### src/rtl/instr_fetch_pkg.sv
// Shared definitions for the instruction fetch stage: FSM state encodings and
// the constants used to step and redirect the program counter.
package instr_fetch_pkg;

    typedef enum logic [1:0] {
        ST_FETCH = 2'd0,
        ST_ISSUE = 2'd1,
        ST_ERROR = 2'd2
    } fetch_state_e;

    localparam int unsigned PC_INCR  = 4;
    localparam int unsigned BR_SHIFT = 2;
    localparam int unsigned OPC_MSB  = 31;
    localparam int unsigned OPC_LSB  = 21;
    localparam int unsigned OPC_W    = OPC_MSB - OPC_LSB + 1;

endpackage

### src/rtl/instr_fetch_next_pc_sel.sv
// Combinational next-PC selection: sequential step, or PC-relative word-offset
// branch target when taken.
module next_pc_sel
    import instr_fetch_pkg::*;
#(
    parameter int PC_W = 64
) (
    input  logic [PC_W-1:0] pc_i,
    input  logic [PC_W-1:0] branch_offset_i,
    input  logic            branch_i,
    input  logic            uncond_branch_i,
    input  logic            zero_i,
    output logic [PC_W-1:0] next_pc_o
);

    logic [PC_W-1:0] target;
    logic [PC_W-1:0] seq_pc;

    assign target = pc_i + (branch_offset_i << BR_SHIFT);
    assign seq_pc = pc_i + PC_W'(PC_INCR);

    // Unconditional branch is tested first so an undriven branch flag for B
    // never reaches the PC.
    always_comb begin
        next_pc_o = seq_pc;
        if (uncond_branch_i) begin
            next_pc_o = target;
        end else if (branch_i && zero_i) begin
            next_pc_o = target;
        end
    end

endmodule

### src/rtl/instr_fetch.sv
// Fetch stage: owns the PC, fetches one instruction per retirement over a
// req/ack memory port, and flags a sticky error when memory stops answering.
module instr_fetch
    import instr_fetch_pkg::*;
#(
    parameter int PC_W    = 64,
    parameter int INSTR_W = 32,
    parameter int TIMEOUT = 16
) (
    input  logic               CLK,
    input  logic               resetl,
    input  logic [PC_W-1:0]    startpc,
    output logic               imem_req,
    output logic [PC_W-1:0]    imem_addr,
    input  logic               imem_ack,
    input  logic [INSTR_W-1:0] imem_rdata,
    output logic [INSTR_W-1:0] instr,
    output logic [OPC_W-1:0]   opcode,
    output logic [PC_W-1:0]    pc,
    output logic               instr_valid,
    input  logic               stall,
    input  logic               branch,
    input  logic               uncond_branch,
    input  logic               zero,
    input  logic [PC_W-1:0]    branch_offset,
    output logic               fetch_err,
    output logic [31:0]        retired
);

    localparam int CNT_W = (TIMEOUT < 2) ? 1 : $clog2(TIMEOUT + 1);
    localparam logic [CNT_W-1:0] WAIT_LAST = CNT_W'(TIMEOUT - 1);

    fetch_state_e       state_q;
    logic [PC_W-1:0]    pc_q;
    logic [PC_W-1:0]    next_pc_d;
    logic [INSTR_W-1:0] instr_q;
    logic               vld_q;
    logic               req_q;
    logic               err_q;
    logic [31:0]        retired_q;
    logic [CNT_W-1:0]   wait_q;

    next_pc_sel #(
        .PC_W(PC_W)
    ) u_next_pc_sel (
        .pc_i            (pc_q),
        .branch_offset_i (branch_offset),
        .branch_i        (branch),
        .uncond_branch_i (uncond_branch),
        .zero_i          (zero),
        .next_pc_o       (next_pc_d)
    );

    // The request is a registered output that is set on every entry to FETCH,
    // so it is already high in the first cycle after reset.
    always_ff @(posedge CLK) begin
        if (!resetl) begin
            state_q   <= ST_FETCH;
            pc_q      <= startpc & ~PC_W'(3);
            instr_q   <= '0;
            vld_q     <= 1'b0;
            req_q     <= 1'b1;
            err_q     <= 1'b0;
            retired_q <= '0;
            wait_q    <= '0;
        end else begin
            case (state_q)
                ST_FETCH: begin
                    if (imem_ack) begin
                        instr_q <= imem_rdata;
                        vld_q   <= 1'b1;
                        req_q   <= 1'b0;
                        state_q <= ST_ISSUE;
                    end else if (wait_q == WAIT_LAST) begin
                        err_q   <= 1'b1;
                        req_q   <= 1'b0;
                        state_q <= ST_ERROR;
                    end else begin
                        wait_q <= wait_q + CNT_W'(1);
                    end
                end
                ST_ISSUE: begin
                    if (!stall) begin
                        pc_q      <= next_pc_d;
                        retired_q <= retired_q + 32'd1;
                        vld_q     <= 1'b0;
                        wait_q    <= '0;
                        req_q     <= 1'b1;
                        state_q   <= ST_FETCH;
                    end
                end
                ST_ERROR: begin
                    req_q <= 1'b0;
                    vld_q <= 1'b0;
                end
                default: begin
                    err_q   <= 1'b1;
                    req_q   <= 1'b0;
                    vld_q   <= 1'b0;
                    state_q <= ST_ERROR;
                end
            endcase
        end
    end

    assign imem_req    = req_q;
    assign imem_addr   = pc_q;
    assign instr       = instr_q;
    assign opcode      = instr_q[OPC_MSB:OPC_LSB];
    assign pc          = pc_q;
    assign instr_valid = vld_q;
    assign fetch_err   = err_q;
    assign retired     = retired_q;

endmodule

### config.mk
export PLATFORM = sky130hd
export DESIGN_NAME = instr_fetch
export DESIGN_NICKNAME = d
export VERILOG_FILES = /design/src/rtl/instr_fetch_pkg.sv /design/src/rtl/instr_fetch_next_pc_sel.sv /design/src/rtl/instr_fetch.sv
export SDC_FILE = /design/constraint.sdc
export NUM_CORES = 1
export LEC_CHECK = 0
export BUFFER_PORTS_ARGS = -buffer_cell sky130_fd_sc_hd__buf_2
export CAP_MARGIN = 20
export CORE_MARGIN = 2
export CORE_UTILIZATION = 53
export DETAILED_ROUTE_END_ITERATION = 12
export GPL_ROUTABILITY_DRIVEN = 1
export GPL_TIMING_DRIVEN = 1
export PLACE_DENSITY = 0.89
export SLEW_MARGIN = 20
export SYNTH_ARGS = -nofsm -noshare
export SYNTH_HDL_FRONTEND = slang
export SYNTH_HIERARCHICAL = 1
export SYNTH_SLANG_ARGS = --single-unit
### constraint.sdc
create_clock -name CLK -period 4.1 [get_ports CLK]
set_clock_uncertainty 0.15 [all_clocks]
set_input_delay 0.82 -clock CLK [delete_from_list [all_inputs] [get_ports CLK]]
set_output_delay 0.82 -clock CLK [all_outputs]
set_load 0.01 [all_outputs]
==> impl_summary.txt <==
----------------------------------------------------
[Run status]
  Result of the run ... completed

[Critical path]
  Count of buffer and inverter cells on the critical path ... 3
  Type of the worst setup path ... in -> reg
  Launching element type of the critical path ... primary input
  Critical-path cell list ... buf_2 > ha_1 > fa_1 > a21oi_1 > nand4b_1 > buf_4 > a211o_1 > a211o_1 > a211oi_2 > o21ai_2 > a211oi_1 > buf_4 > o22ai_1 > xor2_1 > o21ai_0 > a22o_1
  Arrival time at the worst endpoint ... a little under 4 ns
  Largest fanout on the critical path ... 3
  Reg2reg path depth ... 14
  Endpoint of the most critical register-to-register path ... imem_addr[59]$_DFFE_PP_
  Slowest cell delay on critical path ... 0.34 ns
  Beginning of the worst register-to-register path ... imem_addr[9]$_DFFE_PP_
  R2R Setup Slk ... ~0.19 ns
  Required time at the worst-slack endpoint ... just over 4 ns
  Critical-path cell with the highest stage delay ... sky130_fd_sc_hd__a211oi_2
  Capturing element type of the critical path ... flip-flop
  Top Family by Delay on Critical Path ... compound AO/OA/AOI/OAI gates

[Worst hold path]
  Path type of the worst min-delay path ... reg -> reg
  Hold path cells ... 2
  Hold Crit Endpoint ... instr[0]$_SDFFE_PN0P_
  Hold wc startpoint ... instr[0]$_SDFFE_PN0P_

[Final layout]
  Final nets ... slightly below 2000
  Most common library cell in the layout ignoring fill and taps ... sky130_fd_sc_hd__buf_2
  Cell Count, Final, Fillers Out ... between 2000 and 2500
  Synth-to-layout area growth ... 21.0%
  Most used cells in the layout excluding fill and tap cells ... 368 x sky130_fd_sc_hd__buf_2, 170 x sky130_fd_sc_hd__nand2_1, 156 x sky130_fd_sc_hd__a21oi_1, 97 x sky130_fd_sc_hd__nor2_1, 76 x sky130_fd_sc_hd__dfxtp_1
  Fraction of final layout cells sized beyond drive strength 1 ... 28.3%

[STA]
  Worst relative slew slack ... between 20% and 30%
  Final setup TNS ... 0 ns
  Setup violation total in the final timing report ... 0
  Final worst-path cycle share ... a little over nine tenths
  Worst hold slack after final layout ... ~0.3 ns
  Final Max Tran Viols ... 0
  Pin slew with the least headroom to its limit ... ~1.1 ns
  Peak Freq ... roughly 260 MHz
  Min Tclk post-route ... approximately 3.9 ns
  RSZ-0062 raised after global routing ... no
  Final hold violations ... 0

[Clock tree]
  H-tree depth reported by CTS ... 4
  Clock Pin Slew Worst Setup and Hold Paths ... ~0.07 ns
  Later-pin clock latency in the skew report ... 0.42 ns
  Post-cts repair resize count ... 0
  Clock Tree Buf Depth ... 2
  CTS Hold Bufs ... 0
  Clock buffers created by TritonCTS ... 17
  Sinks on Clock Net ... between 100 and 150
  Clock tree from TritonCTS ... built
  Number of post-CTS setup repair buffers ... 0
  CTS root buf ... sky130_fd_sc_hd__clkbuf_16

[Place]
  Number of buffers inserted by port buffering ... 368
  Gpl congestion ... a little under 1
  Inst Count DP ... 2002
  DPL Wire Length ... 28300 µm

[Logic synthesis]
  Mean post-synth cell area ... just over 8 µm²
  Number of nets produced by synthesis ... 1677
  Count of mapped cells out of synthesis ... around 1400
  Count of flip-flops with a built-in enable after synthesis ... 62
  Count of state elements after synthesis ... 138
  Part of the Yosys area used for sequential elements ... between 20% and 30%
  Fraction of synthesis flops using an asynchronous set or reset pin ... 0%
  Number of synthesis warnings ... 6
  Unique cell type count in the Yosys netlist ... 79
  Area of the mapped netlist ... between 0.01 and 0.015 mm²
  Cells taking the most area after synthesis ... sky130_fd_sc_hd__edfxtp_1 16%, sky130_fd_sc_hd__dfxtp_1 13%, sky130_fd_sc_hd__ha_1 7.3%, sky130_fd_sc_hd__a21oi_1 6.7%, sky130_fd_sc_hd__nand2_1 5.5%
  Top_reg_cell synth ... sky130_fd_sc_hd__dfxtp_1
  Proportion of netlist area held by the largest area contributor ... between 15 and 20%
  Cell type with the largest total area after synthesis ... sky130_fd_sc_hd__edfxtp_1

[Detailed routing]
  First-pass DRT Iterations ... 7
  Total number of vias ... between 10000 and 15000
  Via density ... ~6
  Number of DRC markers after the initial detailed-route iteration ... 909
  # DRC ... 0
  Post-DR wirelength/cell ... approximately 18 µm
  Total length of routed wires ... 37400 µm
  Remaining antenna violation count ... 0

[Global route]
  Antenna violations before repair ... 7
  First-pass GRT wire length ... roughly 60000 µm
  Number of global-route vias before repair ... ~12000
  Total congestion overflow after global routing ... 0
  Global-route total usage across every layer ... 31.3%
  Pin count of the biggest net entering global routing ... between 80 and 90

[Die]
  Die Footprint ... approximately 0.023 mm²
  Top-level I/O count ... 373
  Row Count ... between 50 and 60
  Total core area ... 0.0217 mm²
  Die width ... between 150 and 200 µm
  Y dimension of the die ... around 150 µm
  Initial cell density of the core ... about 54%

[Job]
  Number of violations of the max-capacitance limit ... 0

[Power]
  Leakage Power ... about 6.4 nW
  Maximum VDD drop ... around 0.28 mV
  Cell Pwr Density ... 366 mW/mm²

----------------------------------------------------
[through the flow]
step | setup slack [ns] | power (mW) | utilization (%) | area [µm²]
floorplan | 0.252 | 2.99 | - | 11600
global placement | -0.153 | 3.50 | 62.2 | 13500
detailed placement | -0.140 | 3.55 | 62.2 | 13500
CTS | 0.257 | 5.15 | 64.9 | 14100
global route | 0.0136 | 5.42 | 64.9 | 14100
finish | 0.179 | 5.16 | 65.0 | 14100
[layout make-up]
cell class | instances | area [µm²]
Fill cell | 1835 | 7600
Multi-Input combinational cell | 1122 | 7300
Timing Repair Buffer | 437 | 2370
Inverter | 25 | 96.3
Tap cell | 280 | 350
Clock inverter | 15 | 153
Antenna cell | 4 | 10.0
Clock buffer | 17 | 425
Sequential cell | 138 | 3380
[cells in the mapped netlist, types with 47 or more instances]
cell type                  instances
sky130_fd_sc_hd__a21oi_1         157
sky130_fd_sc_hd__xnor2_1          69
sky130_fd_sc_hd__a22o_1           62
sky130_fd_sc_hd__nand3_1          47
sky130_fd_sc_hd__dfxtp_1          76
sky130_fd_sc_hd__buf_4            77
sky130_fd_sc_hd__nor2_1           97
sky130_fd_sc_hd__xor2_1           54
sky130_fd_sc_hd__clkbuf_1         64
sky130_fd_sc_hd__edfxtp_1         62
sky130_fd_sc_hd__o21ai_0          72
sky130_fd_sc_hd__nand2_1         171
sky130_fd_sc_hd__ha_1             68
[layer usage]
| layer | track usage, % | routed length [µm] | up-vias |
|---|---|---|---|
| met5 | 0 | 13 | - |
| met4 | 13.7 | 1320 | 2 |
| met2 | 56.9 | 18800 | 647 |
| met1 | 35.6 | 14100 | 5742 |
| li1 | - | - | 5770 |
| met3 | 5.92 | 3190 | 94 |
[registers in the layout, summed over array words and instances (netlist names)]
signal / cells
imem_addr: 64
imem_req: 1
fetch_err: 1
instr: 32
wait_q: 5
state_q: 2
instr_valid: 1
retired: 32
[how the worst max path moves through the flow]
stage	start	end	slack, ns	depth (start not counted)
2_1_floorplan	branch_offset[0]	imem_addr[62]$_DFFE_PP_	0.25	13
3_3_place_gp	branch_offset[0]	imem_addr[60]$_DFFE_PP_	-0.15	16
3_5_place_dp	branch_offset[0]	imem_addr[50]$_DFFE_PP_	-0.14	15
4_1_cts	branch_offset[0]	imem_addr[60]$_DFFE_PP_	0.26	16
5_1_grt	branch_offset[0]	imem_addr[60]$_DFFE_PP_	0.01	16
6_report	branch_offset[0]	imem_addr[60]$_DFFE_PP_	0.18	16
[kinds of logic after synthesis]
family | Yosys count | share of synthesized area [%]
buf+inv | 181 | 8.42
simple gates | 502 | 21.4
compound gates | 419 | 23.6
xor+xnor | 123 | 9.25
fa+ha+maj | 69 | 7.48
mux | 9 | 0.816
flops | 138 | 29.1
[power breakdown]
group | switching [mW] | internal, mW | total, mW
Clock | 0.728 | 0.862 | 1.59
Sequential | 0.129 | 1.58 | 1.71
Combinational | 1.07 | 0.788 | 1.86
Total | 1.93 | 3.23 | 5.16
[worst register-to-register path, cell delays in order, from the launching register on]
cell                       delay (ns)
sky130_fd_sc_hd__edfxtp_1        0.49
sky130_fd_sc_hd__ha_1            0.39
sky130_fd_sc_hd__buf_4           0.17
sky130_fd_sc_hd__nand2_1         0.05
sky130_fd_sc_hd__o21ai_0         0.09
sky130_fd_sc_hd__o311ai_0        0.55
sky130_fd_sc_hd__a41o_1          0.35
sky130_fd_sc_hd__nor4_1          0.09
sky130_fd_sc_hd__buf_4           0.14
sky130_fd_sc_hd__o21ai_0         0.15
sky130_fd_sc_hd__nand2_1         0.15
sky130_fd_sc_hd__a21boi_0        0.33
sky130_fd_sc_hd__xor2_1          0.22
sky130_fd_sc_hd__mux2i_1         0.11
sky130_fd_sc_hd__a22o_1          0.23
(Power assumes the default switching activity.)
